$ cat config.mk
export PLATFORM = sky130hd
export DESIGN_NAME = periph_rr_arbiter_flat
export DESIGN_NICKNAME = d
export VERILOG_FILES = /design/src/rtl/periph_rr_arbiter_if.sv /design/src/rtl/periph_rr_arbiter.sv /design/src/flat_wrapper.sv
export SDC_FILE = /design/constraint.sdc
export NUM_CORES = 1
export LEC_CHECK = 0
export CORE_MARGIN = 1.5
export CORE_UTILIZATION = 60
export DETAILED_ROUTE_END_ITERATION = 6
export DONT_BUFFER_PORTS = 1
export GPL_ROUTABILITY_DRIVEN = 0
export HOLD_SLACK_MARGIN = 0.1
export PLACE_DENSITY = 0.81
export SYNTH_ARGS = -nofsm -noshare
export SYNTH_HDL_FRONTEND = slang
export SYNTH_SLANG_ARGS = --single-unit
$ cat constraint.sdc
create_clock -name CLK -period 1.35 [get_ports CLK]
set_clock_uncertainty 0.05 [all_clocks]
set_input_delay 0.27 -clock CLK [delete_from_list [all_inputs] [get_ports CLK]]
set_output_delay 0.27 -clock CLK [all_outputs]
set_load 0.005 [all_outputs]
$ cat src/rtl/periph_rr_arbiter_if.sv
// Bus bundle between the round-robin arbiter, the peripheral mux and the
// downstream consumer.
interface periph_rr_arbiter_if #(
    parameter int WIDTH = 32
) ();
    logic [3:0]       REQ;
    logic [3:0]       EN;
    logic [1:0]       SEL;
    logic [WIDTH-1:0] MUX_DATA;
    logic [3:0]       GNT;
    logic [WIDTH-1:0] OUT_DATA;
    logic [1:0]       OUT_SRC;
    logic             OUT_VALID;
    logic             OUT_READY;

    modport master (
        input  REQ, EN, MUX_DATA, OUT_READY,
        output SEL, GNT, OUT_DATA, OUT_SRC, OUT_VALID
    );

    modport slave (
        output REQ, EN, MUX_DATA, OUT_READY,
        input  SEL, GNT, OUT_DATA, OUT_SRC, OUT_VALID
    );
endinterface

$ cat src/rtl/periph_rr_arbiter.sv
// Round-robin arbiter over four peripheral sources: drives the mux select,
// captures the muxed word and hands it downstream on valid/ready.
module periph_rr_arbiter #(
    parameter int WIDTH = 32
) (
    input logic                CLK,
    input logic                RST,
    periph_rr_arbiter_if.master bus
);
    typedef enum logic [1:0] {
        IDLE   = 2'd0,
        SELECT = 2'd1,
        HOLD   = 2'd2
    } state_t;

    state_t           state_q, state_d;
    logic [1:0]       sel_q, sel_d;
    logic [1:0]       last_q, last_d;
    logic [3:0]       gnt_q, gnt_d;
    logic [WIDTH-1:0] out_data_q, out_data_d;
    logic [1:0]       out_src_q, out_src_d;
    logic             out_valid_q, out_valid_d;

    logic [3:0] elig;
    logic [1:0] pick;
    logic [1:0] idx;
    logic       found;

    assign elig = bus.REQ & bus.EN;

    // Search starts one past the last winner, wrapping 3 -> 0.
    always_comb begin
        found = 1'b0;
        pick  = last_q;
        idx   = last_q;
        for (int k = 1; k <= 4; k++) begin
            idx = last_q + 2'(k);
            if (!found && elig[idx]) begin
                found = 1'b1;
                pick  = idx;
            end
        end
    end

    always_comb begin
        state_d     = state_q;
        sel_d       = sel_q;
        last_d      = last_q;
        gnt_d       = '0;
        out_data_d  = out_data_q;
        out_src_d   = out_src_q;
        out_valid_d = out_valid_q;
        unique case (state_q)
            IDLE: begin
                if (found) begin
                    sel_d   = pick;
                    last_d  = pick;
                    state_d = SELECT;
                end
            end
            SELECT: begin
                out_data_d  = bus.MUX_DATA;
                out_src_d   = sel_q;
                out_valid_d = 1'b1;
                gnt_d       = 4'b0001 << sel_q;
                state_d     = HOLD;
            end
            HOLD: begin
                if (bus.OUT_READY) begin
                    out_valid_d = 1'b0;
                    state_d     = IDLE;
                end
            end
            default: begin
                out_valid_d = 1'b0;
                state_d     = IDLE;
            end
        endcase
    end

    always_ff @(posedge CLK) begin
        if (RST) begin
            state_q     <= IDLE;
            sel_q       <= 2'd0;
            last_q      <= 2'd3;
            gnt_q       <= '0;
            out_data_q  <= '0;
            out_src_q   <= 2'd0;
            out_valid_q <= 1'b0;
        end else begin
            state_q     <= state_d;
            sel_q       <= sel_d;
            last_q      <= last_d;
            gnt_q       <= gnt_d;
            out_data_q  <= out_data_d;
            out_src_q   <= out_src_d;
            out_valid_q <= out_valid_d;
        end
    end

    assign bus.SEL       = sel_q;
    assign bus.GNT       = gnt_q;
    assign bus.OUT_DATA  = out_data_q;
    assign bus.OUT_SRC   = out_src_q;
    assign bus.OUT_VALID = out_valid_q;
endmodule

$ cat src/flat_wrapper.sv
// flat-port wrapper written by rule: the top's interface ports become plain ports
module periph_rr_arbiter_flat 
#(
    parameter int WIDTH = 32
)
  (CLK, RST, bus_REQ, bus_EN, bus_MUX_DATA, bus_OUT_READY, bus_SEL, bus_GNT, bus_OUT_DATA, bus_OUT_SRC, bus_OUT_VALID);
  periph_rr_arbiter_if #(.WIDTH(WIDTH)) bus_i ();
  input logic CLK;
  input logic RST;
  input wire logic [$bits(bus_i.REQ)-1:0] bus_REQ;
  input wire logic [$bits(bus_i.EN)-1:0] bus_EN;
  input wire logic [$bits(bus_i.MUX_DATA)-1:0] bus_MUX_DATA;
  input wire logic [$bits(bus_i.OUT_READY)-1:0] bus_OUT_READY;
  output wire logic [$bits(bus_i.SEL)-1:0] bus_SEL;
  output wire logic [$bits(bus_i.GNT)-1:0] bus_GNT;
  output wire logic [$bits(bus_i.OUT_DATA)-1:0] bus_OUT_DATA;
  output wire logic [$bits(bus_i.OUT_SRC)-1:0] bus_OUT_SRC;
  output wire logic [$bits(bus_i.OUT_VALID)-1:0] bus_OUT_VALID;
  assign bus_i.REQ = bus_REQ;
  assign bus_i.EN = bus_EN;
  assign bus_i.MUX_DATA = bus_MUX_DATA;
  assign bus_i.OUT_READY = bus_OUT_READY;
  assign bus_SEL = bus_i.SEL;
  assign bus_GNT = bus_i.GNT;
  assign bus_OUT_DATA = bus_i.OUT_DATA;
  assign bus_OUT_SRC = bus_i.OUT_SRC;
  assign bus_OUT_VALID = bus_i.OUT_VALID;
  periph_rr_arbiter #(.WIDTH(WIDTH)) u_core (.CLK(CLK), .RST(RST), .bus(bus_i));
endmodule
; ---- Word level (Yosys, flattened, before mapping)
; Index checks and enable logic that the tools add are counted.
[totals]
regBits = 45
inputBits = 43
out_inout_bits = 41
[classes]
addsub = 3
n_lt_le_gt_ge = 4
eq_ne = 4
shift = 1
mux = 21
bitwise_logic = 3
reduce_logical = 11
[ops]
columns = operator, n
row1 = "< comparator 2 x 3 -> 1 bit, second input constant", 4
row2 = two-way mux 2 bit, 6
row3 = two-way mux 1 bit, 9
row4 = binary-select mux 1 bit (select 2 bit), 4
row5 = one-hot mux 2 bit (3 select lines), 1
row6 = AND reduction 2 bit, 3
row7 = "adder 2 bit, second input constant", 2
row8 = AND 4 bit, 1
row9 = "<< shifter 1 x 2 -> 4 bit, first input constant", 1
row10 = logical AND 1 bit, 3
row11 = logical NOT 1 bit, 3
row12 = one-hot mux 1 bit (3 select lines), 1
row13 = "adder 2 x 1 -> 2 bit, second input constant", 1
row14 = "== test 2 x 1 -> 1 bit, second input constant", 1
row15 = "== test 2 bit, second input constant", 1
row16 = logical NOT 2 bit, 1
row17 = "inequality test 2 x 1 -> 1 bit, second input constant", 1
row18 = "inequality test 2 bit, second input constant", 1
row19 = inverter 1 bit, 2
row20 = OR reduction 2 bit, 1

; ---- Longest topological paths before layout
; Gate-level depths: netlist of the first run.
[depth]
depth_word = 15
mapped_depth = 5
depth_no_buf = 4

; ---- Worst setup path after synthesis of the first run
; Ideal clock, no wire load.
[synth_path]
path_kind = input to register
from = in bus_REQ[1]
to = reg u_core.last_q[0]
setup_ns = 0.072
arrival_time_ns = 1.115
setup_slack_ns = 0.114
stages = 4
path_buffers = 0
path_cell_list = nand2_1 a311o_1 a221oi_2 mux2i_1
[synth_between]
elab_chain_len = 14
word_cells_on_any_way = 24
[synth_rtl]
columns = item, line_no
row1 = from (decl), flat_wrapper.sv:10  ; input wire logic [$bits(bus_i.REQ)-1:0] bus_REQ;
row2 = AND 4 bit (*), periph_rr_arbiter.sv:29  ; assign elig = bus.REQ & bus.EN;
row3 = binary-select mux 1 bit (select 2 bit), periph_rr_arbiter.sv:38  ; if (!found && elig[idx]) begin
row4 = two-way mux 1 bit (implied by the code), periph_rr_arbiter.sv:38
row5 = two-way mux 1 bit, periph_rr_arbiter.sv:38
row6 = logical NOT 1 bit, periph_rr_arbiter.sv:38
row7 = logical AND 1 bit, periph_rr_arbiter.sv:38
row8 = two-way mux 1 bit, periph_rr_arbiter.sv:38
row9 = logical NOT 1 bit, periph_rr_arbiter.sv:38
row10 = logical AND 1 bit, periph_rr_arbiter.sv:38
row11 = two-way mux 1 bit, periph_rr_arbiter.sv:38
row12 = logical NOT 1 bit, periph_rr_arbiter.sv:38
row13 = logical AND 1 bit, periph_rr_arbiter.sv:38
row14 = two-way mux 1 bit, periph_rr_arbiter.sv:38
row15 = AND reduction 2 bit (no source line), n/a
row16 = to (signal assigned), periph_rr_arbiter.sv:93  ; last_q <= last_d;
row17 = to (decl), periph_rr_arbiter.sv:18  ; logic [1:0] last_q, last_d;
; Every way passes the cells marked *; elsewhere a longest branch is shown, timed or not. The select of a mux whose other input is x is not followed.
; A chain may end at the register's enable or synchronous reset.

; ---- Worst setup path after layout of the first run
[layout_path]
from = reg u_core.state_q[1]
to = reg u_core.last_q[0]
[layout_between]
elab_chain_len = 2
[layout_rtl]
columns = item, line_no
row1 = from (decl), periph_rr_arbiter.sv:16  ; state_t state_q, state_d;
row2 = from (signal assigned), periph_rr_arbiter.sv:91  ; state_q <= state_d;
row3 = logical NOT 2 bit, periph_rr_arbiter.sv:53  ; unique case (state_q)
row4 = AND reduction 2 bit (no source line), n/a
; Every way passes these cells.

==> results of run 1 <==
[flip-flops by register name, summed over array words and instances (netlist names)]
signal                count
u_core.state_q            2
u_core.bus.SEL            2
u_core.bus.OUT_DATA      32
u_core.last_q             2
u_core.bus.OUT_SRC        2
u_core.bus.GNT            4
u_core.bus.OUT_VALID      1
[synth_stat cells (2+ instances only)]
cell type,count
a21oi_1,39
a311oi_1,2
o22ai_1,2
clkbuf_1,4
dfxtp_1,45
nand2_1,72
o21bai_1,2
o21ai_0,2
nor2b_1,2
nor2_1,8
a211oi_1,2
buf_2,8
nor4b_1,2
[worst paths after layout]
kind / start / to / slack (ns) / cells after the start
min: bus_OUT_READY / u_core.state_q[1] / 0.12 / 3
max: u_core.state_q[1] / u_core.last_q[0] / 0.06 / 3
min reg2reg: u_core.bus.OUT_DATA[23] / u_core.bus.OUT_DATA[23] / 0.43 / 2
max reg2reg: u_core.state_q[1] / u_core.last_q[0] / 0.06 / 3
[power by group through the flow]
stage / logic (mW) / registers, mW / clock network [mW]
after global placement: 0.280 / 1.55 / 0
final: 0.415 / 1.53 / 0.630
after detailed placement: 0.301 / 1.55 / 0
after CTS: 0.304 / 1.53 / 0.636
after global routing: 0.456 / 1.54 / 0.686
after floorplan: 0.279 / 1.52 / 0
[routing by layer]
layer / vias to the layer above / track usage, %
met1: 712 / 21.8
met5: - / 0
met2: 89 / 38.4
met4: 0 / 10.5
met3: 6 / 8.29
li1: 768 / -
[layout by cell type, fill, tap and decap left out, types with 5 or more instances in the layout]
cell and count:
a21oi_1 39, buf_4 5, clkbuf_4 5, dfxtp_1 43, dlygate4sd3_1 33, nand2_1 72
nor2_1 8
[logic make-up (layout without fill, tap and decap cells)]
family / count (synthesis) / count (layout) / synth area share (%)
and+or+nand+nor: 90 / 90 / 21.6
AOI/OAI and AO/OA: 57 / 57 / 20.6
DFF: 45 / 45 / 52.5
buffers and inverters: 15 / 48 / 4.67
muxes: 1 / 1 / 0.584
[worst reg2reg max path: stages, from the launching register on]
cell and delay [ns]:
dfxtp_2 0.38, a311o_1 0.37, a221oi_2 0.23, mux2i_1 0.20
[cell type report]
type | count | share of cell area (%)
Clock buffer | 5 | 1.76
Clock inverter | 3 | 1.05
Inverter | 1 | 0.176
Multi-Input combinational cell | 148 | 34.8
Sequential cell | 45 | 42.3
Tap cell | 31 | 1.81
Timing Repair Buffer | 39 | 18.1
[timing repair]
action | in CTS | in global routing
endpoints found under the setup margin | 2 | 2
gates resized for setup | 1 | 2
hold endpoints to repair | 45 | 45
hold buffers | 1 | 33
==> results.sh, run 1 <==
export IMPL_path_delay_family="compound AO/OA/AOI/OAI gates"
export IMPL_post_route_util_pct=78.2
export IMPL_yosys_warnings=0
export IMPL_synth_enable_flop_cells=0
export IMPL_clk_path_buf_depth=2
export IMPL_synthCells=208
export IMPL_place_ws_ns=0.0140
export IMPL_grt_antenna_before_repair=0
export IMPL_multiInputGateArea_um2=743
export IMPL_cp_cell_sequence="a311o_1 -> a221oi_2 -> mux2i_1"
export IMPL_root_buffer="clkbuf_4"
export IMPL_path_buf_inv=0
export IMPL_ff_latch_area_um2=903
export IMPL_fin_area_um2=2140
export IMPL_gr_total_overflow=0
export IMPL_routed_top_layer="met4"
export IMPL_yosys_register_bits=45
export IMPL_nNetsFinal=283
export IMPL_clk_pin_slew_ns=0.13
export IMPL_wl_met3_um=459
export IMPL_drv_slew=0
export IMPL_period_minus_slack_ns=1.29
export IMPL_synth_area_leaders="dfxtp_1, nand2_1, a21oi_1, buf_2, nor2_1"
export IMPL_synth_area_um2=1720
export IMPL_power_frac_seq_pct=59.4
export IMPL_post_drt_wl_per_cell_um=15.4
export IMPL_setup_violations=0
export IMPL_arrival_ns=1.53
export IMPL_synth_fp_nets=251
export IMPL_drt_iter0_markers=104
export IMPL_grt_pass1_wl_mm=5.36
export IMPL_antennaDiodeCount=0
export IMPL_io_buffer_count=0
export IMPL_vias=1575
export IMPL_switching_share_pct=28.7
export IMPL_die_y_um=56.5
export IMPL_max_freq_ghz=0.777
export IMPL_clkLatencyLatePin_ns=0.35
export IMPL_met2_length_mm=2.09
export IMPL_peakVddDrop_mv=0.967
export IMPL_dr_pass1_iters=5
export IMPL_area_growth_pct=24.6
export IMPL_clock_power_share_pct=24.5
export IMPL_max_slew_margin_rel_pct=75.5
export IMPL_yosysTopAreaCell="dfxtp_1"
export IMPL_wl_met1_mm=1.59
export IMPL_ant_nets=0
export IMPL_grt_pass1_vias=1247
export IMPL_critPathRequiredTime_ns=1.59
export IMPL_worst_slew_pin_slew_ns=0.367
export IMPL_power_mw=2.57
export IMPL_die_x_um=56.5
export IMPL_power_density_nw_per_um2=1200
export IMPL_finalWorstSetupSlack_ns=0.0623
export IMPL_status="finished, final reports clean"
export IMPL_rsz0062_at_grt="no"
export IMPL_drc=0
export IMPL_leakage_nw=0.796
export IMPL_via_per_inst=5.79
export IMPL_start_kind="flip-flop"
export IMPL_cts_buffers=5
export IMPL_hold_ws_ns=0.120
export IMPL_hpwl_mm=2.52
export IMPL_fin_crit_sh_pct=95.4
export IMPL_cts_tree="yes"
export IMPL_crit_type="flip-flop to flip-flop"
export IMPL_cp_slowest_cell="dfxtp_2"
export IMPL_n_fill_cell=185
export IMPL_synth_seq_area_share_pct=52.5
export IMPL_switchingPower_mw=0.739
export IMPL_finalHoldViolCount=0
export IMPL_core_area_um2=2730
export IMPL_p_int_mw=1.83
export IMPL_postCtsSetupRepairBufs=0
export IMPL_combPwrFrac_pct=16.1
export IMPL_track_usage_pct=21.6
export IMPL_placed_cells=230
export IMPL_cpPeakStageDelay_ns=0.38
export IMPL_crit_fanout=6
export IMPL_hp_class="input port to flip-flop"
export IMPL_clkSinkCount=45
export IMPL_htree_levels=2
export IMPL_ios=84
export IMPL_synthArstFlopShare_pct=0
export IMPL_fin_setup_tns_ns=0
export IMPL_die_area_um2=3190
export IMPL_final_layout_size_suffix_gt1_share_pct=9.96
export IMPL_rows=19
export IMPL_synthFlopType="dfxtp_1"
export IMPL_grt_max_degree=47
export IMPL_place_area_um2=1720
export IMPL_netlist_cell_type_count=31
export IMPL_drv_cap=0
export IMPL_endpoint_kind="flip-flop"
export IMPL_finalNonFillerCells=272
export IMPL_drt_total_wl_mm=4.19
export IMPL_start_util_pct=62.7
export IMPL_avgSynthCellArea_um2=8.25
export IMPL_synth_top_area_share_pct=52.5
No activity file was read; power rests on OpenSTA's default activity.
==> inputs of run 2 (changes only) <==
==> constraint.sdc (replaced) <==
create_clock -name CLK -period 1.35 [get_ports CLK]
set_clock_uncertainty 0.05 [all_clocks]
set_input_delay 0.0675 -clock CLK [delete_from_list [all_inputs] [get_ports CLK]]
set_output_delay 0.0675 -clock CLK [all_outputs]
set_load 0.005 [all_outputs]
==> run 2 against run 1 <==
- hold slack gained 0.023 ns
- core utilization grew 3.5 points
- sequential cell count is the same
- combinational power grew 5%
- sequential share of layout area shrank 1.9 points
- cell count grew 2.9%
- critical path depth is the same
- register-to-register slack is essentially flat
- setup slack lost 0.012 ns
==> results.sh, run 2 (synthesis results as in run 1) <==
export IMPL_clk_path_buf_depth=2
export IMPL_via_per_inst=5.91
export IMPL_die_y_um=56.5
export IMPL_drc=0
export IMPL_r2r_end="u_core.last_q[0]"
export IMPL_clkLatencyLatePin_ns=0.35
export IMPL_track_usage_pct=28.1
export IMPL_hpwl_mm=2.46
export IMPL_period_minus_slack_ns=1.30
export IMPL_ant_nets=0
export IMPL_switching_share_pct=26.5
export IMPL_grt_antenna_before_repair=0
export IMPL_power_density_nw_per_um2=1240
export IMPL_rows=19
export IMPL_crit_start="u_core.last_q[1]"
export IMPL_peakVddDrop_mv=1.22
export IMPL_ios=84
export IMPL_dr_pass1_iters=5
export IMPL_drv_cap=0
export IMPL_post_drt_wl_per_cell_um=15.6
export IMPL_hold_ws_ns=0.143
export IMPL_clock_power_share_pct=29.1
export IMPL_power_frac_seq_pct=55.2
export IMPL_critPathRequiredTime_ns=1.59
export IMPL_drt_total_wl_mm=4.38
export IMPL_switchingPower_mw=0.735
export IMPL_combPwrFrac_pct=15.7
export IMPL_root_buffer="clkbuf_4"
export IMPL_hp_class="input port to flip-flop"
export IMPL_grt_pass1_vias=1562
export IMPL_final_common_cell="nand2_1"
export IMPL_grt_pass1_wl_mm=6.95
export IMPL_crit_end="u_core.last_q[0]"
export IMPL_drt_iter0_markers=134
export IMPL_io_buffer_count=0
export IMPL_nNetsFinal=291
export IMPL_core_area_um2=2730
export IMPL_max_slew_margin_rel_pct=74.9
export IMPL_vias=1655
export IMPL_leakage_nw=0.833
export IMPL_gr_total_overflow=0
export IMPL_fin_setup_tns_ns=0
export IMPL_cts_tree="yes"
export IMPL_cts_buffers=5
export IMPL_rrSetupSlack_ns=0.05
export IMPL_crit_fanout=8
export IMPL_path_delay_family="flip-flops"
export IMPL_worst_slew_pin_slew_ns=0.376
export IMPL_crit_cells=3
export IMPL_cp_slowest_cell="dfxtp_1"
export IMPL_antennaDiodeCount=0
export IMPL_most_common_layout_cells="nand2_1, dfxtp_1, dlygate4sd3_1"
export IMPL_fin_crit_sh_pct=96.3
export IMPL_cpPeakStageDelay_ns=0.53
export IMPL_grt_max_degree=47
export IMPL_die_x_um=56.5
export IMPL_max_freq_ghz=0.769
export IMPL_drv_slew=0
export IMPL_area_growth_pct=30.1
export IMPL_reg2reg_from="u_core.last_q[1]"
export IMPL_start_kind="flip-flop"
export IMPL_arrival_ns=1.54
export IMPL_fin_area_um2=2230
export IMPL_setup_violations=0
export IMPL_clkSinkCount=45
export IMPL_largest_register_ffs=32
export IMPL_die_area_um2=3190
export IMPL_htree_levels=2
export IMPL_crit_type="flip-flop to flip-flop"
export IMPL_place_area_um2=1710
export IMPL_final_layout_size_suffix_gt1_share_pct=8.03
export IMPL_rsz0062_at_grt="no"
export IMPL_start_util_pct=62.7
export IMPL_path_buf_inv=0
export IMPL_status="finished, final reports clean"
export IMPL_worst_r2r_path_depth=3
export IMPL_cp_cell_sequence="o21bai_1 -> a221oi_2 -> mux2i_1"
export IMPL_postCtsSetupRepairBufs=0
export IMPL_endpoint_kind="flip-flop"
export IMPL_clk_pin_slew_ns=0.12
export IMPL_finalHoldViolCount=0
export IMPL_p_int_mw=2.04
==> run 2: cell types whose count changed in the layout (fill, tap and decap cells not counted) <==
cell           change
dlygate4sd3_1      +9
clkinv_4           -1
a311oi_2           -1
dfxtp_1            +1
buf_4              -1
clkbuf_1           +1
bufinv_16          +1
dfxtp_2            -1
clkinv_2           -1
a311oi_1           +1
==> run 2: cell type report <==
type,count,area [um2]
well taps,31,38.8
clock inverters,2,38.8
fillers,157,502
flip-flops and latches,45,902
clock buffers,6,41.3
multi-input cells,148,737
repair buffers,47,470
inverters,1,3.75
==> run 2: worst min path at each step <==
stage	slack (ns)	from	to	cells past startpoint
2_1_floorplan	0.15	bus_MUX_DATA[0]	u_core.bus.OUT_DATA[0]	2
3_3_place_gp	0.09	RST	u_core.bus.OUT_SRC[0]	1
3_5_place_dp	0.09	RST	u_core.bus.OUT_DATA[21]	1
4_1_cts	0.11	bus_REQ[0]	u_core.last_q[0]	4
5_1_grt	0.13	bus_REQ[0]	u_core.last_q[0]	4
6_report	0.14	bus_REQ[0]	u_core.last_q[0]	4
==> run 2: worst min-delay path, delay by kind of cell <==
| kind | cells | cell delay, ns |
|---|---|---|
| AND/OR/NAND/NOR | 1 | 0.15 |
| AO/OA/AOI/OAI | 2 | 0.18 |
| multiplexers | 1 | 0.12 |
==> run 2: stage by stage <==
step / instances / worst slack, ns / utilization (%) / total power [mW]
floorplan: 208 / 0.147 / - / 1.80
detailed placement: 229 / 0.0571 / 62.6 / 1.85
global placement: 229 / 0.140 / 62.6 / 1.83
finish: 280 / 0.0505 / 81.6 / 2.77
CTS: 280 / 0.0341 / 81.6 / 2.77
global route: 280 / 0.0208 / 81.6 / 2.89
==> run 2: layer usage <==
layer	track usage, %	vias up	routed length [um]
met5	0	-	0
met4	9.86	0	91
met3	11.8	14	459
met2	49.5	104	2160
met1	29.9	751	1660
li1	-	786	-
==> run 2: timing repair <==
item | CTS | global route
hold buffers | 43 | 0
gates resized for setup | 0 | 1
endpoints found under the setup margin | 0 | 2
endpoints found under the hold margin | 45 | 0
==> run 2: power groups by stage <==
| stage | Sequential [mW] | Clock, mW | Combinational (mW) |
|---|---|---|---|
| after floorplan | 1.52 | 0 | 0.279 |
| after global placement | 1.55 | 0 | 0.278 |
| after detailed placement | 1.55 | 0 | 0.296 |
| after CTS | 1.53 | 0.827 | 0.421 |
| after global routing | 1.54 | 0.875 | 0.475 |
| final | 1.53 | 0.807 | 0.434 |
